--- src/rtl/delay_pulse_bank.sv ---
// Purpose: bank of NCH independent trigger-to-pulse delay channels. Each channel
// waits for a falling edge on its trigger, counts a per-channel delay, then emits
// a fixed-width pulse followed by a one-clock completion strobe.
// Ports:
//   clk     - sole clock, rising edge
//   rst     - asynchronous active-high reset
//   trig    - per-channel trigger level; a 1->0 transition fires the channel
//   dly     - per-channel delay, channel i uses dly[i*CW +: CW]
//   retrig  - per-channel retrigger enable (an edge during delay restarts timing)
//   clr     - per-channel synchronous abort
//   busy    - channel in delay or pulse phase
//   pulse   - delayed output pulse, PW clocks wide
//   done    - one-clock strobe after the pulse ends
module delay_pulse_bank #(
  parameter int unsigned NCH = 4,
  parameter int unsigned CW  = 8,
  parameter int unsigned PW  = 3
) (
  input  logic              clk,
  input  logic              rst,
  input  logic [NCH-1:0]    trig,
  input  logic [NCH*CW-1:0] dly,
  input  logic [NCH-1:0]    retrig,
  input  logic [NCH-1:0]    clr,
  output logic [NCH-1:0]    busy,
  output logic [NCH-1:0]    pulse,
  output logic [NCH-1:0]    done
);

  // Width counter holds PW-1 down to 0, so it needs clog2(PW) bits (at least one).
  localparam int unsigned WW = (PW > 1) ? $clog2(PW) : 1;
  localparam logic [WW-1:0] W_LOAD = WW'(PW - 1);

  typedef enum logic [1:0] {
    S_IDLE  = 2'd0,
    S_DELAY = 2'd1,
    S_PULSE = 2'd2
  } state_e;

  logic [NCH-1:0] trig_q;
  logic [NCH-1:0] edge_c;

  // Previous trigger level; reset to 0 so a trigger held low through reset does not fire.
  always_ff @(posedge clk or posedge rst) begin
    if (rst) begin
      trig_q <= '0;
    end else begin
      trig_q <= trig;
    end
  end

  assign edge_c = trig_q & ~trig;

  for (genvar g = 0; g < NCH; g++) begin : g_ch
    state_e          state_q, state_d;
    logic [CW-1:0]   cnt_q, cnt_d;
    logic [WW-1:0]   wcnt_q, wcnt_d;
    logic [CW-1:0]   dly_c;
    logic            done_d;
    logic            busy_q, pulse_q, done_q;

    assign dly_c = dly[g*CW +: CW];

    // Channel state and registered outputs.
    always_ff @(posedge clk or posedge rst) begin
      if (rst) begin
        state_q <= S_IDLE;
        cnt_q   <= '0;
        wcnt_q  <= '0;
        busy_q  <= 1'b0;
        pulse_q <= 1'b0;
        done_q  <= 1'b0;
      end else begin
        state_q <= state_d;
        cnt_q   <= cnt_d;
        wcnt_q  <= wcnt_d;
        busy_q  <= (state_d != S_IDLE);
        pulse_q <= (state_d == S_PULSE);
        done_q  <= done_d;
      end
    end

    // Next-state logic; clr wins over any edge in the same clock.
    always_comb begin
      state_d = state_q;
      cnt_d   = cnt_q;
      wcnt_d  = wcnt_q;
      done_d  = 1'b0;
      if (clr[g]) begin
        state_d = S_IDLE;
        cnt_d   = '0;
        wcnt_d  = '0;
      end else begin
        unique case (state_q)
          S_IDLE: begin
            if (edge_c[g]) begin
              if (dly_c == '0) begin
                state_d = S_PULSE;
                wcnt_d  = W_LOAD;
              end else begin
                state_d = S_DELAY;
                cnt_d   = dly_c;
              end
            end
          end
          S_DELAY: begin
            // A retrigger reload takes priority over the terminal count.
            if (edge_c[g] && retrig[g]) begin
              cnt_d = dly_c;
            end else if (cnt_q <= CW'(1)) begin
              state_d = S_PULSE;
              cnt_d   = '0;
              wcnt_d  = W_LOAD;
            end else begin
              cnt_d = cnt_q - CW'(1);
            end
          end
          S_PULSE: begin
            if (wcnt_q == '0) begin
              state_d = S_IDLE;
              done_d  = 1'b1;
            end else begin
              wcnt_d = wcnt_q - WW'(1);
            end
          end
          default: begin
            state_d = S_IDLE;
            cnt_d   = '0;
            wcnt_d  = '0;
          end
        endcase
      end
    end

    assign busy[g]  = busy_q;
    assign pulse[g] = pulse_q;
    assign done[g]  = done_q;
  end

endmodule

--- config.mk ---
export PLATFORM = sky130hd
export DESIGN_NAME = delay_pulse_bank
export DESIGN_NICKNAME = d
export VERILOG_FILES = /design/src/rtl/delay_pulse_bank.sv
export SDC_FILE = /design/constraint.sdc
export NUM_CORES = 1
export LEC_CHECK = 0
export CAP_MARGIN = 15
export CORE_MARGIN = 2
export CORE_UTILIZATION = 50
export CTS_CLUSTER_DIAMETER = 30
export CTS_CLUSTER_SIZE = 14
export DETAILED_ROUTE_END_ITERATION = 12
export PLACE_DENSITY = 0.73
export SLEW_MARGIN = 20
export SYNTH_ARGS = -nofsm -noshare
export SYNTH_HDL_FRONTEND = slang
export SYNTH_SLANG_ARGS = --single-unit
--- constraint.sdc ---
create_clock -name clk -period 5.29 [get_ports clk]
set_clock_uncertainty 0.1 [all_clocks]
set_input_delay 0.7935 -clock clk [delete_from_list [all_inputs] [get_ports clk]]
set_output_delay 0.7935 -clock clk [all_outputs]
set_load 0.03 [all_outputs]
## After elaboration in Yosys (flattened, before gate mapping)

Cells that the tools add are included.
Widths: inputs -> output; s select.

| word-level totals | value |
|---|---|
| word-level logic and storage cells | 199 |
| register bits | 64 |
| bits of input ports | 46 |
| output and inout bits | 12 |

| operators by class | value |
|---|---|
| $lt $le $gt $ge | 4 |
| bitwise gates (word level) | 2 |
| reduce and logical (&&, ||, !) cells | 28 |
| equality and inequality tests | 40 |
| $add $sub $neg | 8 |
| muxes and demuxes | 92 |

Operators by type and width:

| kind | count |
|---|---|
| $mux 8 | 20 |
| $mux 2 | 48 |
| $pmux 8 s3 | 4 |
| $ne 3x3->1 const B | 24 |
| $pmux 2 s3 | 8 |
| $le 8x1->1 const B | 4 |
| $logic_not 8->1 | 4 |
| $sub 8x1->8 const B | 4 |
| $reduce_and 5->1 | 4 |
| $eq 2x2->1 const B | 8 |
| $logic_not 2->1 | 8 |
| $mux 1 | 12 |
| $reduce_and 3->1 | 4 |
| $eq 2x1->1 const B | 4 |
| $ne 2x2->1 const B | 4 |
| $reduce_bool 2->1 | 4 |
| $sub 2x1->2 const B | 4 |
| $and 4x4->4 | 1 |
| $logic_and 1x1->1 | 4 |
| $not 4->4 | 1 |

## Longest topological paths before layout

Gate-level depths: netlist (run 1).

| depth | value |
|---|---|
| depth after elaboration | 7 |
| depth in mapped cells | 8 |
| gate-level depth less buffers | 7 |

## Worst setup path before layout (run 1)

No wires, ideal clock.

| path | value |
|---|---|
| path type | in2reg |
| from | input port dly[0] |
| to | register g_ch[0].cnt_q[0] |
| library setup time | 133 ps |
| data required time | 5057 ps |
| stages | 6 |
| arrival | 2101 ps |
| path slack | 2956 ps |
| path buffers | 1 |
| cell sequence | nor4_1 > nand2_1 > a21boi_1 > or2_2 > clkbuf_1 > o21ai_0 |

| between the ends | value |
|---|---|
| longest elaborated chain between the ends | 4 |
| elaborated cells between the ends (all ways) | 8 |
| those cells by class | 1 x eq/ne; 5 x mux; 2 x reduce/logical |

Ends and longest elaborated chain:

| item | line | RTL |
|---|---|---|
| from (decl) | 22 | `input logic [NCH*CW-1:0] dly,` |
| $mux 8 | 97 | `if (dly_c == '0) begin` |
| $mux 8 | 96 | `if (edge_c[g]) begin` |
| $pmux 8 s3 | 94 | `unique case (state_q)` |
| $mux 8 | 89 | `if (clr[g]) begin` |
| to (signal assigned) | 75 | `cnt_q <= cnt_d;` |
| to (decl) | 56 | `logic [CW-1:0] cnt_q, cnt_d;` |

Parallel ways exist; a longest one is shown, timed or not. The select of a mux whose other input is x is not followed.
A chain may end at the register's enable or synchronous reset.

## Worst setup path in the final report (run 1)

| path | value |
|---|---|
| from | input port dly[0] |
| to | register g_ch[0].cnt_q[1] |

| between the ends | value |
|---|---|
| longest elaborated chain between the ends | 3 |

Ends and longest elaborated chain:

| item | line |
|---|---|
| $logic_not 8->1 | 97 |
| $ne 3x3->1 (no line) | - |
| $reduce_and 3->1 (no line) | - |

Every way passes these cells.

==> flow_summary_export.csv, run 1 <==
group,metric,value,unit
setup_path,cp_cell_sequence,"clkdlybuf4s50_1 > nor4_1 > nand2_1 > a21boi_1 > or2_2 > o21ai_0",
worst_hold_path,hold_path_depth,2,
global_routing,met1_usage,31.05,%
synth,synth_seq_cells,64,
setup_path,r2r_cells,5,
setup_path,setup.worst_path.end_class,"register",
synth,synth-edff-count,0,
timing,rsz0062_at_grt,"no",
pwr,power_density,282.5,mW/mm²
global_routing,grt_util_all_layers,22.96,%
timing,clock.fmax,369.4,MHz
floorplan,io_pins,58,
synth,yosysWarnings,0,
global_routing,grt_max_degree,39,
floorplan,row_count,32,
timing,hold_violations,0,
job,drv_cap,0,
placement,routabilityCongestion,0.8998,
pwr,peakVddDrop,0.1546,mV
floorplan,start_util,51.27,%
setup_path,slowest_stage,"a21boi_1",
synth,syn_inst,457,
timing,relSlewSlack,46.48,%
timing,worst_pin_slew,0.8016,ns
placement,dp_hpwl,6768,µm
setup_path,slowest_delay,0.56,ns
placement,port_buffers,57,
final_layout,area_delta_synth_final,18.51,%
pwr,p_int,0.8843,mW
status,outcome,"complete, no violations",
pwr,seq_power_share,43.3,%
timing,final.setup.worst_slack,2.583,ns
clock_tree,post_cts_resized,0,
clock_tree,clkLatencyLatePin,0.33,ns
routing,ant_nets,0,
synth,synth-seq-area-share,40.63,%
global_routing,grt_pass1_vias,3504,
floorplan,core_area,0.007687,mm²
clock_tree,holdBufCountCts,0,
global_routing,grt_pass1_wl,16030,µm
synth,synth_top_flop_cell,"dfrtp_1",
setup_path,r2r_slack,2.97,ns
synth,avgSynthCellArea,8.624,µm²
clock_tree,path_clk_slew,0.06,ns
setup_path,reg2reg_to,"g_ch[1].cnt_q[0]",
synth,syn-cell-area,0.003941,mm²
global_routing,top_usage_layer,"met2",
setup_path,required,5.39,ns
setup_path,cp_data_arrival_time,2.80,ns
clock_tree,cts_root_buffer,"clkbuf_8",
timing,finalSetupTns,0,ns
placement,dp_slack,2.244,ns
pwr,cellLeakagePower,1.887,nW
final_layout,drive_above_1_share,5.754,%
clock_tree,cts_tree,"built",
timing,finalSetupViolations,0,
setup_path,r2r_start,"g_ch[1].cnt_q[3]",
setup_path,crit_buf_inv,1,
clock_tree,numCtsBuffers,9,
floorplan,die_x,92.79,µm
global_routing,overflow,0,
routing,drc,0,
routing,first_pass_iters,5,
pwr,switching_power,0.4351,mW
floorplan,fp.dieArea,0.008609,mm²
pwr,p_sw_share,32.98,%
synth,synthArstFlopShare,100.0,%
routing,drt-wirelength-per-cell,15.42,µm
clock_tree,h-tree-depth,3,
clock_tree,clockBufferDepth,2,
setup_path,critPathLaunchType,"input port",
clock_tree,clock-sinks,64,
timing,finalCritPeriodShare,51.17,%
worst_hold_path,hold_end,"g_ch[3].wcnt_q[1]",
clock_tree,cts_setup_buffers,0,
worst_hold_path,min_path_type,"reg -> reg",
global_routing,grt_antenna_before_repair,0,
routing,vias,3641,
setup_path,critPathMaxFanout,9,
routing,drtIter0Drc,150,
final_layout,num_antenna_cells,0,
worst_hold_path,worstHoldStart,"g_ch[3].wcnt_q[1]",
timing,drv_slew,0,
synth,synth_cell_type_count,53,
routing,via_per_inst,6.008,
pwr,power_frac_comb,29.1,%
pwr,p_clk_share,27.6,%
floorplan,dieHeight,92.79,µm
synth,syn-num-nets,515,
global_routing,grtUsageMet2,36.53,%
setup_path,critPathTopFamily,"simple AND/OR/NAND/NOR gates",
routing,drt-total-wl,9345,µm
setup_path,path_class,"in -> reg",
final_layout,fin_nets,558,
global_routing,use_met3,4.882,%
timing,final.min_clock_period,2.707,ns
## Yosys cell counts, types with 6 or more instances
library cell  count  area (µm²)
nand2b_1         13       81.33
nor2b_1           8       50.05
a211oi_1         10       75.07
dfrtp_1          64        1602
clkbuf_1         14       52.55
nand3b_1          6       45.04
ha_1             12       150.1
o22ai_1           7       43.79
nand2_1          18       67.56
or2_2             7       43.79
nor2_1           36       135.1
and2_1            8       50.05
nor4_1           16       100.1
o21ai_0          35       175.2
a21oi_1          48       240.2
a22oi_1           6       45.04
inv_1            33       123.9
a32oi_1           9       78.83
buf_4            12       90.09
nor3_1           23       115.1
nand3_1           8       40.04
## routing by layer
metal / part of all wire (%) / up-vias
met5: 0 / -
met4: 0.95 / 0
met3: 4.8 / 8
met2: 48 / 101
met1: 46 / 1761
li1: - / 1771
## per-stage QoR
stage	hold WS [ns]	instance area (µm²)	cells	power (mW)	util [%]
2_1_floorplan	0.3426	3941	457	0.8464	-
3_3_place_gp	0.3708	4504	591	0.9517	58.59
4_1_cts	0.4061	4671	606	1.331	60.76
3_5_place_dp	0.3924	4504	591	0.9586	58.59
6_report	0.3935	4671	606	1.319	60.76
5_1_grt	0.4279	4671	606	1.409	60.76
## registers in the layout, indices dropped and copies added, names as in the netlist
| signal | count |
|---|---|
| g_ch.busy_q | 4 |
| g_ch.cnt_q | 32 |
| g_ch.done_q | 4 |
| g_ch.pulse_q | 4 |
| g_ch.state_q | 8 |
| g_ch.wcnt_q | 8 |
| trig_q | 4 |
## worst reg2reg max path, cell delays in order (launching register included)
cell,delay (ns)
dfrtp_1,0.44
or4_4,0.59
nor4_4,0.48
nor2_1,0.21
a221oi_1,0.28
a211oi_1,0.08
## worst max-delay path by stage
stage             from          endpoint  slack, ns  cells after the start
2_1_floorplan      rst    g_ch[0].busy_q       2.80                      1
3_3_place_gp    dly[0]  g_ch[0].cnt_q[7]       2.27                      6
3_5_place_dp   dly[12]  g_ch[1].cnt_q[0]       2.24                      6
4_1_cts         dly[0]  g_ch[0].cnt_q[1]       2.61                      6
5_1_grt        dly[12]  g_ch[1].cnt_q[0]       2.39                      6
6_report        dly[0]  g_ch[0].cnt_q[1]       2.58                      6
## cells in the final DEF (no fill, tap or decap), types with 6 or more instances in the layout
cell / netlist / routed
dfrtp_1: 64 / 64
clkdlybuf4s50_1: 0 / 57
a21oi_1: 48 / 48
nor2_1: 36 / 36
o21ai_0: 35 / 35
inv_1: 33 / 32
nor3_1: 23 / 23
nand2_1: 18 / 18
nor4_1: 16 / 16
nand2b_1: 13 / 13
ha_1: 12 / 12
clkbuf_8: 0 / 11
a211oi_1: 10 / 10
a32oi_1: 9 / 9
nor2b_1: 8 / 8
nand3_1: 8 / 8
and2_1: 8 / 8
or2_2: 7 / 7
o22ai_1: 7 / 7
nand3b_1: 6 / 6
a22oi_1: 6 / 6
## cell families (layout without fill, tap and decap cells)
kind of cell,count (synthesis),after routing,synth area share [%]
adders and majority gates,12,12,3.809
and+or+nand+nor,169,169,24.10
buffers and inverters,59,106,6.762
muxes,3,3,0.7937
AOI/OAI and AO/OA,150,150,23.90
DFF,64,64,40.64
## final cells by class
class                   instances  area [µm²]
fillers                       702        3017
multi-input cells             334        2073
flip-flops and latches         64        1602
repair buffers                 58       578.1
clock buffers                  15       166.4
well taps                     102       127.6
inverters                      33       123.9
## power groups by stage
stage / Combinational (mW) / Sequential [mW] / Clock, mW
2_1_floorplan: 0.282 / 0.564 / 0
3_3_place_gp: 0.374 / 0.578 / 0
3_5_place_dp: 0.380 / 0.579 / 0
4_1_cts: 0.381 / 0.570 / 0.380
5_1_grt: 0.430 / 0.578 / 0.401
6_report: 0.384 / 0.571 / 0.365
(Power assumes the default switching activity.)
==> run 2, diff against run 1 <==
==> constraint.sdc (replaced) <==
create_clock -name clk -period 2.8 [get_ports clk]
set_clock_uncertainty 0.1 [all_clocks]
set_input_delay 0.42 -clock clk [delete_from_list [all_inputs] [get_ports clk]]
set_output_delay 0.42 -clock clk [all_outputs]
set_load 0.03 [all_outputs]
==> run 2 against run 1 <==
Clock power grew to 2.6 times the previous value; count of clock-buffer cells in the layout shrank 5; critical path depth shrank 1; utilization grew 2.0 points; die area is the same.
==> flow_summary_export.csv, run 2 (synthesis results as in run 1) <==
group,metric,value,unit
status,outcome,"complete, no violations",
final_layout,multi_input_area,0.002073,mm²
clock_tree,clockBufferDepth,2,
clock_tree,cts_root_buffer,"clkbuf_8",
global_routing,grt_util_all_layers,22.77,%
routing,first_pass_iters,4,
timing,drv_slew,0,
final_layout,regMostFlops,"g_ch.cnt_q",
setup_path,cp_data_arrival_time,2.39,ns
timing,relSlewSlack,56.20,%
final_layout,drive_above_1_share,8.350,%
timing,clock.fmax,436.3,MHz
pwr,power,2.773,mW
setup_path,cp_cell_sequence,"or4_4 > nor4_4 > nor2_1 > a221oi_1 > a211oi_1",
clock_tree,cts_setup_buffers,0,
final_layout,seq_area,0.001602,mm²
floorplan,core_area,0.007687,mm²
final_layout,fin_nets,568,
placement,dp_hpwl,6768,µm
routing,drt-total-wl,9277,µm
setup_path,critPathMaxFanout,7,
job,drv_cap,0,
pwr,seq_power_share,38.9,%
pwr,cellLeakagePower,1.972,nW
final_layout,final_core_util,62.79,%
timing,finalSetupTns,0,ns
global_routing,grt_pass1_vias,3476,
pwr,p_clk_share,34.2,%
final_layout,final_common_cell,"dfrtp_1",
routing,drt-wirelength-per-cell,15.04,µm
floorplan,die_x,92.79,µm
clock_tree,clkLatencyLatePin,0.34,ns
final_layout,nFillCells,668,
setup_path,critPathLaunchType,"register",
setup_path,path_class,"reg -> reg",
timing,hold_violations,0,
worst_hold_path,min_path_type,"in -> async",
clock_tree,holdBufCountCts,0,
final_layout,final_cell_mix,"dfrtp_1 (64), clkdlybuf4s50_1 (57), a21oi_1 (48)",
routing,vias,3649,
clock_tree,post_cts_resized,0,
final_layout,largest_register_ff_count,32,
routing,ant_nets,0,
pwr,p_int,1.913,mW
placement,dp_cells,601,
floorplan,fp.dieArea,0.008609,mm²
clock_tree,h-tree-depth,3,
pwr,power_frac_comb,26.9,%
routing,via_per_inst,5.914,
final_layout,num_antenna_cells,0,
timing,rsz0062_at_grt,"no",
global_routing,overflow,0,
final_layout,area_delta_synth_final,22.48,%
pwr,switching_power,0.8597,mW
setup_path,r2r_start,"g_ch[1].cnt_q[3]",
setup_path,slowest_delay,0.59,ns
pwr,power_density,574.4,mW/mm²
floorplan,start_util,51.27,%
setup_path,slowest_stage,"or4_4",
timing,finalCritPeriodShare,81.86,%
clock_tree,path_clk_slew,0.08,ns
setup_path,r2r_slack,0.51,ns
timing,final.min_clock_period,2.292,ns
global_routing,grt_max_degree,41,
global_routing,grt_antenna_before_repair,0,
pwr,peakVddDrop,0.2822,mV
placement,port_buffers,57,
setup_path,critPathLaunch,"g_ch[1].cnt_q[3]",
setup_path,reg2reg_to,"g_ch[1].cnt_q[0]",
routing,drtIter0Drc,159,
timing,worst_pin_slew,0.6571,ns
setup_path,endpoint,"g_ch[1].cnt_q[0]",
pwr,p_sw_share,31.01,%
routing,drc,0,
setup_path,setup.worst_path.end_class,"register",
final_layout,top_regs,"g_ch.cnt_q x32, g_ch.state_q x8, g_ch.wcnt_q x8",
timing,hold_slack,0.3414,ns
timing,finalSetupViolations,0,
clock_tree,clock-sinks,64,
global_routing,grt_pass1_wl,15940,µm
setup_path,required,2.90,ns
floorplan,dieHeight,92.79,µm
final_layout,stdcell_count,617,
clock_tree,numCtsBuffers,9,
floorplan,row_count,32,
placement,routabilityCongestion,0.9590,
setup_path,r2r_cells,5,
clock_tree,cts_tree,"built",
floorplan,io_pins,58,
## run 2: power by group through the flow
stage	clock [mW]	combinational (mW)	sequential [mW]
after floorplan	0	0.533	1.07
after global placement	0	0.728	1.09
after detailed placement	0	0.736	1.09
after CTS	0.969	0.741	1.08
after global routing	1.01	0.834	1.09
final	0.948	0.746	1.08
## run 2: stage by stage
stage                     area, µm²  setup WS [ns]
after floorplan                3941         0.6819
after global placement         4592         0.2791
after detailed placement       4592         0.2607
after CTS                      4827         0.5265
after global routing           4827         0.3315
final                          4827         0.5079
## run 2: area by class of cell
class	instances	area share, %
repair buffers	68	13.79
well taps	102	2.644
flip-flops and latches	64	33.18
clock inverters	6	2.229
multi-input cells	334	42.95
inverters	33	2.566
clock buffers	10	2.644
## run 2: layer usage
metal	global-route usage, %	part of all wire, %
met5	0	0
met4	6.618	1.1
met3	3.662	5.9
met2	35.93	46
met1	32.47	47
## run 2: worst min-delay path by stage
stage | slack (ns) | cells past startpoint | to | from
3_5_place_dp | 0.38 | 1 | g_ch[2].wcnt_q[0] | g_ch[2].wcnt_q[0]
5_1_grt | 0.40 | 2 | g_ch[2].pulse_q | rst
3_3_place_gp | 0.37 | 1 | g_ch[2].wcnt_q[0] | g_ch[2].wcnt_q[0]
6_report | 0.34 | 2 | g_ch[1].cnt_q[1] | rst
2_1_floorplan | 0.34 | 1 | g_ch[2].wcnt_q[0] | g_ch[2].wcnt_q[0]
4_1_cts | 0.36 | 2 | g_ch[2].state_q[0] | rst
## run 2: worst max-delay path: cells and delay by family (launching register included)
family,cells,cell delay (ns)
AO/OA/AOI/OAI,2,0.37
flip-flops,1,0.44
AND/OR/NAND/NOR,3,1.24
